### config.mk
export PLATFORM = sky130hd
export DESIGN_NAME = fifo_wr_arbiter
export DESIGN_NICKNAME = d
export VERILOG_FILES = /design/src/rtl/fifo_arb_pkg.sv /design/src/rtl/rr_pick.sv /design/src/rtl/fifo_wr_arbiter.sv
export SDC_FILE = /design/constraint.sdc
export NUM_CORES = 1
export LEC_CHECK = 0
export BUFFER_PORTS_ARGS = -buffer_cell sky130_fd_sc_hd__buf_2
export CAP_MARGIN = 0
export CORE_MARGIN = 2
export CORE_UTILIZATION = 35
export DETAILED_ROUTE_END_ITERATION = 6
export PLACE_DENSITY_LB_ADDON = 0.08
export SETUP_SLACK_MARGIN = 0.3
export SLEW_MARGIN = 20
export SYNTH_ARGS = -nofsm -noshare
export SYNTH_HDL_FRONTEND = slang
export SYNTH_SLANG_ARGS = --single-unit
### constraint.sdc
create_clock -name wclk -period 2 [get_ports wclk]
set_clock_uncertainty 0.15 [all_clocks]
set_input_delay 0.1 -clock wclk [delete_from_list [all_inputs] [get_ports wclk]]
set_output_delay 0.1 -clock wclk [all_outputs]
set_load 0.01 [all_outputs]
### src/rtl/fifo_arb_pkg.sv
// Shared types and width helpers for the FIFO write-side arbiter.
package fifo_arb_pkg;

   typedef enum logic [0:0] {
      IDLE  = 1'b0,
      BURST = 1'b1
   } arb_state_e;

   // Index/counter width that never collapses to zero bits.
   function automatic int clog2_min1(input int n);
      return (n <= 2) ? 1 : $clog2(n);
   endfunction

endpackage

### src/rtl/rr_pick.sv
// Combinational round-robin selector: first asserted request strictly after
// 'last', wrapping around, via a double-width masked priority encode.
module rr_pick
   import fifo_arb_pkg::*;
#(
   parameter int NUM_REQ = 4,
   parameter int IDX_W   = clog2_min1(NUM_REQ)
) (
   input  logic [NUM_REQ-1:0] req,
   input  logic [IDX_W-1:0]   last,
   output logic               any,
   output logic [IDX_W-1:0]   idx
);

   logic [2*NUM_REQ-1:0] dbl;

   // Lower copy keeps only requesters above 'last'; upper copy is the wrap.
   always_comb begin
      dbl = '0;
      for (int i = 0; i < NUM_REQ; i++) begin
         dbl[i]         = req[i] && (i > int'(last));
         dbl[NUM_REQ+i] = req[i];
      end
   end

   // Scan downward so the lowest set position wins.
   always_comb begin
      any = |req;
      idx = '0;
      for (int p = 2*NUM_REQ-1; p >= 0; p--) begin
         if (dbl[p]) begin
            idx = (p >= NUM_REQ) ? IDX_W'(p - NUM_REQ) : IDX_W'(p);
         end
      end
   end

endmodule

### src/rtl/fifo_wr_arbiter.sv
// Round-robin burst arbiter sharing the FIFO write port among NUM_REQ
// producers; never writes while full and counts overflow pulses.
module fifo_wr_arbiter
   import fifo_arb_pkg::*;
#(
   parameter int NUM_REQ    = 4,
   parameter int DATA_WIDTH = 8,
   parameter int MAX_BURST  = 4,
   parameter int ERR_W      = 16,
   localparam int IDX_W     = clog2_min1(NUM_REQ)
) (
   input  logic                          wclk,
   input  logic                          wrst_n,
   input  logic [NUM_REQ-1:0]            req_valid,
   input  logic [NUM_REQ*DATA_WIDTH-1:0] req_data,
   output logic [NUM_REQ-1:0]            req_ready,
   output logic                          w_en,
   output logic [DATA_WIDTH-1:0]         data_in,
   input  logic                          full,
   input  logic                          write_error,
   output logic [IDX_W-1:0]              grant_id,
   output logic                          busy,
   output logic [ERR_W-1:0]              err_count
);

   localparam int BEAT_W = clog2_min1(MAX_BURST);
   localparam logic [BEAT_W-1:0] LAST_BEAT = BEAT_W'(MAX_BURST - 1);

   arb_state_e          state_q, state_d;
   logic [IDX_W-1:0]    owner_q, owner_d;
   logic [IDX_W-1:0]    last_q, last_d;
   logic [BEAT_W-1:0]   beat_cnt_q, beat_cnt_d;
   logic [ERR_W-1:0]    err_count_q, err_count_d;

   logic                pick_any;
   logic [IDX_W-1:0]    pick_idx;
   logic                owner_valid;
   logic [DATA_WIDTH-1:0] owner_data;

   rr_pick #(
      .NUM_REQ (NUM_REQ),
      .IDX_W   (IDX_W)
   ) u_rr_pick (
      .req  (req_valid),
      .last (last_q),
      .any  (pick_any),
      .idx  (pick_idx)
   );

   always_comb begin
      owner_valid = 1'b0;
      owner_data  = '0;
      for (int i = 0; i < NUM_REQ; i++) begin
         if (owner_q == IDX_W'(i)) begin
            owner_valid = req_valid[i];
            owner_data  = req_data[i*DATA_WIDTH +: DATA_WIDTH];
         end
      end
   end

   always_comb begin
      state_d    = state_q;
      owner_d    = owner_q;
      last_d     = last_q;
      beat_cnt_d = beat_cnt_q;
      req_ready  = '0;
      w_en       = 1'b0;
      data_in    = '0;
      case (state_q)
         IDLE: begin
            if (pick_any) begin
               owner_d    = pick_idx;
               last_d     = pick_idx;
               beat_cnt_d = '0;
               state_d    = BURST;
            end
         end
         BURST: begin
            for (int i = 0; i < NUM_REQ; i++) begin
               req_ready[i] = (owner_q == IDX_W'(i)) && !full;
            end
            w_en    = owner_valid && !full;
            data_in = owner_data;
            if (w_en) begin
               if (beat_cnt_q == LAST_BEAT) begin
                  state_d = IDLE;
               end else begin
                  beat_cnt_d = beat_cnt_q + BEAT_W'(1);
               end
            end else if (!owner_valid && !full) begin
               state_d = IDLE;
            end
         end
         default: state_d = IDLE;
      endcase
   end

   always_comb begin
      err_count_d = err_count_q;
      if (write_error && !(&err_count_q)) begin
         err_count_d = err_count_q + ERR_W'(1);
      end
   end

   // last resets to the top index so requester 0 wins the first pick.
   always_ff @(posedge wclk or negedge wrst_n) begin
      if (!wrst_n) begin
         state_q     <= IDLE;
         owner_q     <= '0;
         last_q      <= IDX_W'(NUM_REQ - 1);
         beat_cnt_q  <= '0;
         err_count_q <= '0;
      end else begin
         state_q     <= state_d;
         owner_q     <= owner_d;
         last_q      <= last_d;
         beat_cnt_q  <= beat_cnt_d;
         err_count_q <= err_count_d;
      end
   end

   assign grant_id  = owner_q;
   assign busy      = (state_q == BURST);
   assign err_count = err_count_q;

endmodule

# [Word level (Yosys, flattened, before mapping)]
# Index checks and enable logic that the tools add are counted.
[classes] n_addsub=2 mul=0 div=0 order_cmp=3 eq_ne=7 shift=0 mux=27 bitwise=1 reduce_logical=18
[op_table] cell="2-to-1 mux 8 bit" n=5
[op_table] cell="2-to-1 mux 2 bit" n=10
[op_table] cell="adder 16 x 1 -> 16 bit (second input constant)" n=1
[op_table] cell="AND reduction 16 bit" n=1
[op_table] cell="logical AND 1 bit" n=10
[op_table] cell="2-to-1 mux 1 bit" n=9
[op_table] cell="== test 2 bit (second input constant)" n=3
[op_table] cell="> comparator 2 bit (first input constant)" n=2
[op_table] cell="2-to-1 mux 4 bit" n=1
[op_table] cell="!= test 2 bit (second input constant)" n=2
[op_table] cell="case mux 2 bit (2 select lines)" n=1
[op_table] cell="OR reduction 4 bit" n=1
[op_table] cell="zero test 1 bit" n=3
[op_table] cell="AND reduction 3 bit" n=1
[op_table] cell="adder 2 x 1 -> 2 bit (second input constant)" n=1
[op_table] cell="== test 2 x 1 -> 1 bit (second input constant)" n=1
[op_table] cell="> comparator 1 x 2 -> 1 bit (first input constant)" n=1
[op_table] cell="zero test 2 bit" n=1
[op_table] cell="!= test 2 x 1 -> 1 bit (second input constant)" n=1
[op_table] cell="case mux 1 bit (2 select lines)" n=1
[op_table] cell="AND reduction 2 bit" n=1
[op_table] cell="NOT 1 bit" n=1
[totals] register_bits=23 latch_bits=0 ram_bits=0 mem_bits_ro=0 input_bits=40 elab_cells=63 mem_count=0

# [Depth between registers and ports, before layout]
# Gate-level depths: netlist of the first run.
[logic_depth] ltp_word=10 ltp_mapped=6 mapped_depth_nobuf=5

# [Modules after synthesis]
# From an unflattened synthesis of the first run, not the netlist that was laid out.
[hier_totals] cells_unflattened=159 area_unflattened_um2=1565.3
[by_module_without_submodules] mod="fifo_wr_arbiter" n_inst=1 cells_each=145 area_each_um2=1478.9 seq_area_each_um2=578.1
[by_module_without_submodules] mod="rr_pick" n_inst=1 cells_each=14 area_each_um2=86.3 seq_area_each_um2=0.0

# [Worst setup path before layout of the first run]
# No wires, ideal clock.
[synth_path] path_kind="reg-to-reg" startpoint="register err_count_q[0], in the netlist err_count[0]" endpoint="register err_count_q[1], in the netlist err_count[1]" setup_ns=0.125 arrival_time_ns=1.471 required_time_ns=1.725 path_slack_ns=0.254 stages_incl_launch_ff=6 n_path_buf=0 period_less_slack_ns=1.746 path_cell_list="dfrtp_1 -> ha_1 -> and3_1 -> nand2_1 -> o21ai_2 -> mux2_2"
[synth_via] elab_chain_cells=3
[synth_rtl] item="start, declared" line_no="fifo_wr_arbiter.sv:33" rtl="logic [ERR_W-1:0] err_count_q, err_count_d;"
[synth_rtl] item="start signal, assigned" line_no="fifo_wr_arbiter.sv:118" rtl="err_count_q <= err_count_d;"
[synth_rtl] item="branches (longest 3 deep; another with adder 16 x 1 -> 16 bit)"
# Parallel ways; which one is timed is not known.
# A chain may end at the register's enable or synchronous reset.

# [Final worst setup path of the first run]
[layout_path] startpoint="register owner_q[0], in the netlist grant_id[0]" endpoint="output data_in[0]"
[layout_via] elab_chain_cells=6
[layout_rtl] item="start, declared" line_no="fifo_wr_arbiter.sv:30" rtl="logic [IDX_W-1:0] owner_q, owner_d;"
[layout_rtl] item="start signal, assigned" line_no="fifo_wr_arbiter.sv:115" rtl="owner_q <= owner_d;"
[layout_rtl] item="zero test 2 bit" line_no="fifo_wr_arbiter.sv:54" rtl="if (owner_q == IDX_W'(i)) begin"
[layout_rtl] item="2-to-1 mux 8 bit (3 in series)" line_no="fifo_wr_arbiter.sv:54"
[layout_rtl] item="2-to-1 mux 8 bit (*)" line_no="fifo_wr_arbiter.sv:54"
[layout_rtl] item="2-to-1 mux 8 bit (*)" line_no="fifo_wr_arbiter.sv:69" rtl="case (state_q)"
[layout_rtl] item="end, declared" line_no="fifo_wr_arbiter.sv:18" rtl="output logic [DATA_WIDTH-1:0] data_in,"
# Mark *: on every way between the ends. The rest lies on a longest branch, timed or not.

==> results of run 1 <==
-- what timing repair did --
item / CTS / global route
gates resized for setup: 14 / 21
pin swaps: 12 / 6
endpoints found under the hold margin: 24 / 0
setup endpoints to repair: 14 / 21
hold buffers: 3 / 0
buffers inserted: 9 / 4
-- worst max-delay path: stages (launching register included) --
cell and delay, ps:
dfrtp_1 380, buf_6 150, mux4_2 490, and2_1 150
buf_2 130
-- through the flow --
| step | utilization [%] | cell area [um2] | worst slack (ps) |
|---|---|---|---|
| 4_1_cts | 52.39 | 2141 | 182.0 |
| 2_1_floorplan | - | 1538 | 277.9 |
| 3_5_place_dp | 47.70 | 1949 | 172.1 |
| 5_1_grt | 55.24 | 2257 | 126.1 |
| 3_3_place_gp | 47.70 | 1949 | 180.8 |
| 6_report | 55.24 | 2257 | 184.8 |
-- per-layer routing --
layer	GRT usage [%]	wire length [um]	vias up	share of wire [%]
met3	5.051	294	4	7.0
met1	21.66	1805	739	43
met4	4.060	28	0	0.67
met5	0	0	-	0
li1	-	-	732	-
met2	28.78	2046	57	49
-- cell type report --
type / instances / area [um2]
multi-input combinational: 113 / 984.7
clock inverter: 1 / 5.005
inverter: 4 / 15.01
sequential: 23 / 586.8
tap: 50 / 62.56
timing repair buffer: 91 / 561.8
fill: 380 / 1829
clock buffer: 3 / 41.29
-- logic make-up after synthesis --
group / share of synthesized area (%)
xor gates and xnor gates: 4.033
AOI/OAI and AO/OA: 13.17
DFF: 38.02
adders and majority gates: 1.646
and+or+nand+nor: 24.03
buffers and inverters: 3.127
muxes: 15.97
-- registers in the layout (all words and copies together) (netlist names) --
| register | flops |
|---|---|
| beat_cnt_q | 2 |
| busy | 1 |
| err_count | 16 |
| grant_id | 2 |
| last_q | 2 |
-- cell usage after synthesis, types with 4 or more instances --
| cell | instances |
|---|---|
| a21o_1 | 4 |
| a21oi_1 | 5 |
| and2_1 | 8 |
| and3_1 | 5 |
| dfrtp_1 | 21 |
| inv_1 | 4 |
| mux2i_1 | 4 |
| mux4_2 | 8 |
| nand2_1 | 13 |
| nand3_1 | 6 |
| nand4_1 | 4 |
| nor2_1 | 9 |
| xnor2_1 | 7 |
-- final timing paths --
check	depth (start not counted)	endpoint	slack (ps)	startpoint
max	4	data_in[0]	180	grant_id[0]$_DFFE_PN0P_
min	3	last_q[0]$_DFFE_PN1P_	40	req_valid[0]
max reg2reg	4	err_count[13]$_DFFE_PN0P_	310	err_count[5]$_DFFE_PN0P_
min reg2reg	1	beat_cnt_q[0]$_DFFE_PN0P_	350	beat_cnt_q[0]$_DFFE_PN0P_
max in group asynchronous	2	err_count[11]$_DFFE_PN0P_	1150	wrst_n
min in group asynchronous	2	err_count[7]$_DFFE_PN0P_	180	wrst_n
-- power groups by stage --
stage	combinational [mW]	sequential [mW]	clock [mW]
floorplan	0.800	0.820	0
global placement	1.21	0.810	0
detailed placement	1.24	0.820	0
CTS	1.38	0.826	0.293
global route	1.74	0.862	0.312
finish	1.60	0.828	0.279
==> qor.yml, run 1 <==
synth:
  syn-num-nets: 188
  synth_top_cell_by_area: "dfrtp_1"
  yosys_warnings: 0
  synth-seq-cells: 23
  seq_area_frac_synth_pct: 38.02
  synth.top_cell.area_share_pct: 34.57
  syn_area_mm2: 0.001520
  syn_avg_cell_area_um2: 10.41
  synth_edf_count: 0
  yosys-top-cells-area: "dfrtp_1, mux4_2, xnor2_1"
  ys_types: 40
  synth_cells: 146
  synth_async_sr_flop_share_pct: 100.0
  ys.flop_type: "dfrtp_1"
pwr:
  p_switching_mw: 1.019
  peakVddDrop_uv: 866.6
  leakagePower_nw: 1.099
  combinationalPowerShare_pct: 59.1
  sequentialPowerShare_pct: 30.6
  finalPower_mw: 2.706
  power.internal_mw: 1.687
  swShare_pct: 37.65
  pwr-share-clk_pct: 10.3
  power.density_mw_per_mm2: 1199
cts:
  clkTransAtPathRegs_ps: 80
  cts.sinks: 23
  tritoncts: "done"
  cts_buffers: 3
  clock_latency_ps: 260
  clockRootBuffer: "clkbuf_8"
  htree_levels: 1
  ctsLongestPathBuffers: 2
sta:
  report.final.setup_viol: 0
  setup_tns_ps: 0
  period_needed_ps: 1815
  relSlewSlack_pct: 66.17
  worst_slew_pin_slew_ps: 507.5
  rsz0062_at_grt: "yes"
  finalMaxSlewViolations: 0
  hold_ws_ps: 40.49
  hold_violations: 0
  max_freq_mhz: 550.9
  min_period_over_period_pct: 90.76
grt:
  grtUsageTotal_pct: 17.10
  antenna_found_initial: 0
  grt_pass1_wl_mm: 6.837
  grt_pass1_vias: 1512
  grt_max_degree: 24
  gr-total-overflow: 0
die:
  start_util_pct: 37.20
  die_y_um: 69.91
  rows: 23
  die_x_um: 69.91
  num_io_pins: 72
  core-area_mm2: 0.004086
  dieArea_mm2: 0.004887
route:
  finalWirelength_mm: 4.175
  vias_per_cell: 5.375
  drtIter0Drc: 80
  drc: 0
  drtAntennaViolNets: 0
  wire_per_inst_um: 14.65
  dr.pass1.iters: 4
  vias: 1532
final_layout:
  num-nets-final: 278
  layout_commonest_cell: "buf_2"
  fin_cells: 285
  most-common-layout-cells: "buf_2, dfrtp_1, buf_4"
  drive_gt1_share_pct: 57.45
  areaGrowthSynthToFinish_pct: 48.48
  n_antenna_cell: 0
setup_path:
  cp_max_fo: 8
  cp-end-kind: "primary output"
  crit_type: "reg -> out"
  required_ps: 1750
  cp-start-kind: "register"
  arrival_ps: 1570
status:
  outcome: "finished clean"
placed_design:
  io_buffer_count: 71
  gp_congestion: 0.8287
  placed_cells: 265
  dp_hpwl_mm: 3.146
job:
  maxCapViolations: 0
hold_path:
  worstHoldPathType: "in -> reg"
Power figures use the tool's default switching activity.
==> inputs of run 2 (changes only) <==
Settings changed: BUFFER_PORTS_ARGS -buffer_cell sky130_fd_sc_hd__buf_2 to -buffer_cell sky130_fd_sc_hd__buf_4, TNS_END_PERCENT set to 10.
==> run 2 against run 1 <==
Combinational power hardly changed. Wire length is 9.4% higher. Register-to-register slack worse by 140 ps. Clock-buffer cell count stayed put. Setup slack worse by 58 ps. Maximum frequency is 3.1% lower. Global-route usage is 0.35 points higher. Non-clock buffer count is 3 lower. Worst hold slack worse by 4.4 ps. Largest power group unchanged.
==> qor.yml, run 2 (same netlist as run 1, synthesis figures left out) <==
setup_path:
  cpLargestDelayFamily: "multiplexers"
  cp-end-kind: "primary output"
  slowest_delay_ps: 490  # about the same
  cp_max_fo: 5  # -3
  path_cells: "clkbuf_16, mux4_2, and2_4, buf_6"
  required_ps: 1750  # about the same
  cp_slowest_cell: "mux4_2"
  crit_type: "reg -> out"
  path_buf_inv: 2  # unchanged
  cp-start-kind: "register"
  arrival_ps: 1620  # +50 ps
die:
  die_x_um: 69.91  # unchanged
  rows: 23  # unchanged
  start_util_pct: 37.20  # unchanged
  num_io_pins: 72  # unchanged
  die_y_um: 69.91  # unchanged
  dieArea_mm2: 0.004887  # unchanged
  core-area_mm2: 0.004086  # unchanged
cts:
  clock_latency_ps: 260  # about the same
  cts_buffers: 3  # unchanged
  clockRootBuffer: "clkbuf_8"
  ctsLongestPathBuffers: 2  # unchanged
  tritoncts: "done"
  clkTransAtPathRegs_ps: 80  # about the same
  cts.sinks: 23  # unchanged
  htree_levels: 1  # unchanged
route:
  finalWirelength_mm: 4.567  # +9.4%
  drtAntennaViolNets: 0  # unchanged
  drtIter0Drc: 46  # -43%
  drc: 0  # unchanged
  wire_per_inst_um: 16.20  # +11%
  vias_per_cell: 5.504  # +2.4%
  dr.pass1.iters: 4  # unchanged
  vias: 1552  # +1.3%
grt:
  grtUsageTotal_pct: 17.45  # +0.35 points
  gr-total-overflow: 0  # unchanged
  grt_pass1_wl_mm: 7.148  # +4.5%
  grt_pass1_vias: 1499  # -0.86%
  grt_max_degree: 24  # unchanged
  antenna_found_initial: 0  # unchanged
pwr:
  leakagePower_nw: 1.123  # +2.2%
  peakVddDrop_uv: 967.4  # +12%
  power.density_mw_per_mm2: 1154  # -3.8%
status:
  outcome: "finished clean"
final_layout:
  largest_reg_flops: 16  # unchanged
  n_antenna_cell: 0  # unchanged
  layout_commonest_cell: "buf_4"
  areaGrowthSynthToFinish_pct: 55.97
  drive_gt1_share_pct: 55.60  # -1.8 points
  fin_cells: 282  # -1.1%
  fillers: 348  # -8.4%
  most-common-layout-cells: "buf_4, nand2_1, dfrtp_2"
  num-nets-final: 275  # -1.1%
  final_area_mm2: 0.002371  # +5.0%
sta:
  rsz0062_at_grt: "yes"
  worst_slew_pin_slew_ps: 359.6  # -147.9 ps
  finalMaxSlewViolations: 0  # unchanged
  hold_violations: 0  # unchanged
  setup_tns_ps: 0  # unchanged
  period_needed_ps: 1873  # +57.51 ps
  max_freq_mhz: 534.0  # -3.1%
  relSlewSlack_pct: 75.88  # +9.7 points
  report.final.setup_viol: 0  # unchanged
  min_period_over_period_pct: 93.64  # +2.9 points
placed_design:
  io_buffer_count: 71  # unchanged
  gp_congestion: 0.8664  # +4.5%
  place_area_mm2: 0.002140  # +9.8%
  placed_cells: 265  # unchanged
  dp_hpwl_mm: 3.346  # +6.4%
job:
  maxCapViolations: 0  # unchanged
hold_path:
  worstHoldPathType: "in -> reg"
==> run 2: cell count changes in the layout (fill, tap and decap cells not counted), moves of 2 or more <==
| cell | delta |
|---|---|
| dfrtp_2 | +4 |
| buf_2 | -65 |
| buf_4 | +65 |
| o21ai_1 | -2 |
| o21ai_0 | +2 |
| dfrtp_1 | -4 |
| dlygate4sd3_1 | +2 |
| buf_6 | -7 |
==> run 2: report_power, final <==
part | leakage [nW] | internal [mW] | switching [mW] | total [mW]
sequential | 0.278 | 0.633 | 0.223 | 0.856
clock | 0.0255 | 0.139 | 0.149 | 0.288
combinational | 0.820 | 0.950 | 0.642 | 1.59
==> run 2: repair_timing <==
| item | in CTS | in global routing |
|---|---|---|
| gates resized for setup | 3 | 19 |
| hold endpoints to repair | 27 | 0 |
| setup buffers | 2 | 5 |
| hold buffers | 5 | 0 |
| pin swaps | 0 | 11 |
| endpoints found under the setup margin | 18 | 26 |
| gates cloned | 0 | 1 |
==> run 2: through the flow <==
step	power (mW)	setup WS [ps]	hold slack [ps]	utilization [%]
final	2.735	127.3	36.11	58.02
after global routing	2.921	68.94	48.35	58.02
after CTS	2.575	126.7	29.56	55.17
after detailed placement	2.238	98.76	-138.6	52.36
after global placement	2.191	184.3	-142.3	52.36
after floorplan	1.619	277.9	-345.6	-
==> run 2: cell type report <==
cell class	count	area (um2)	area share, %
Timing Repair Buffer	88	710.7	29.97
Clock inverter	1	5.005	0.2111
Inverter	4	15.01	0.6332
Multi-Input combinational cell	113	944.7	39.84
Clock buffer	3	41.29	1.741
Tap cell	50	62.56	2.639
Sequential cell	23	591.8	24.96
==> run 2: worst min-delay path, stage by stage <==
cell and delay (ps):
buf_4 130, a21oi_1 130, a41oi_1 50
==> run 2: worst paths after layout <==
path,startpoint,to,slack (ps),cells after the start
max,grant_id[0]$_DFFE_PN0P_,data_in[7],130,4
max reg2reg,err_count[12]$_DFFE_PN0P_,err_count[1]$_DFFE_PN0P_,170,4
min,write_error,err_count[2]$_DFFE_PN0P_,40,3
max in group asynchronous,wrst_n,last_q[0]$_DFFE_PN1P_,1290,2
min reg2reg,beat_cnt_q[0]$_DFFE_PN0P_,beat_cnt_q[0]$_DFFE_PN0P_,350,1
min in group asynchronous,wrst_n,err_count[11]$_DFFE_PN0P_,120,2
==> run 2: per-layer routing <==
metal | GRT usage (%) | wire [um] | up-vias
met5 | 0 | 0 | -
met4 | 2.350 | 20 | 0
met3 | 4.473 | 382 | 4
met2 | 29.95 | 2261 | 76
met1 | 22.78 | 1903 | 745
li1 | - | - | 727
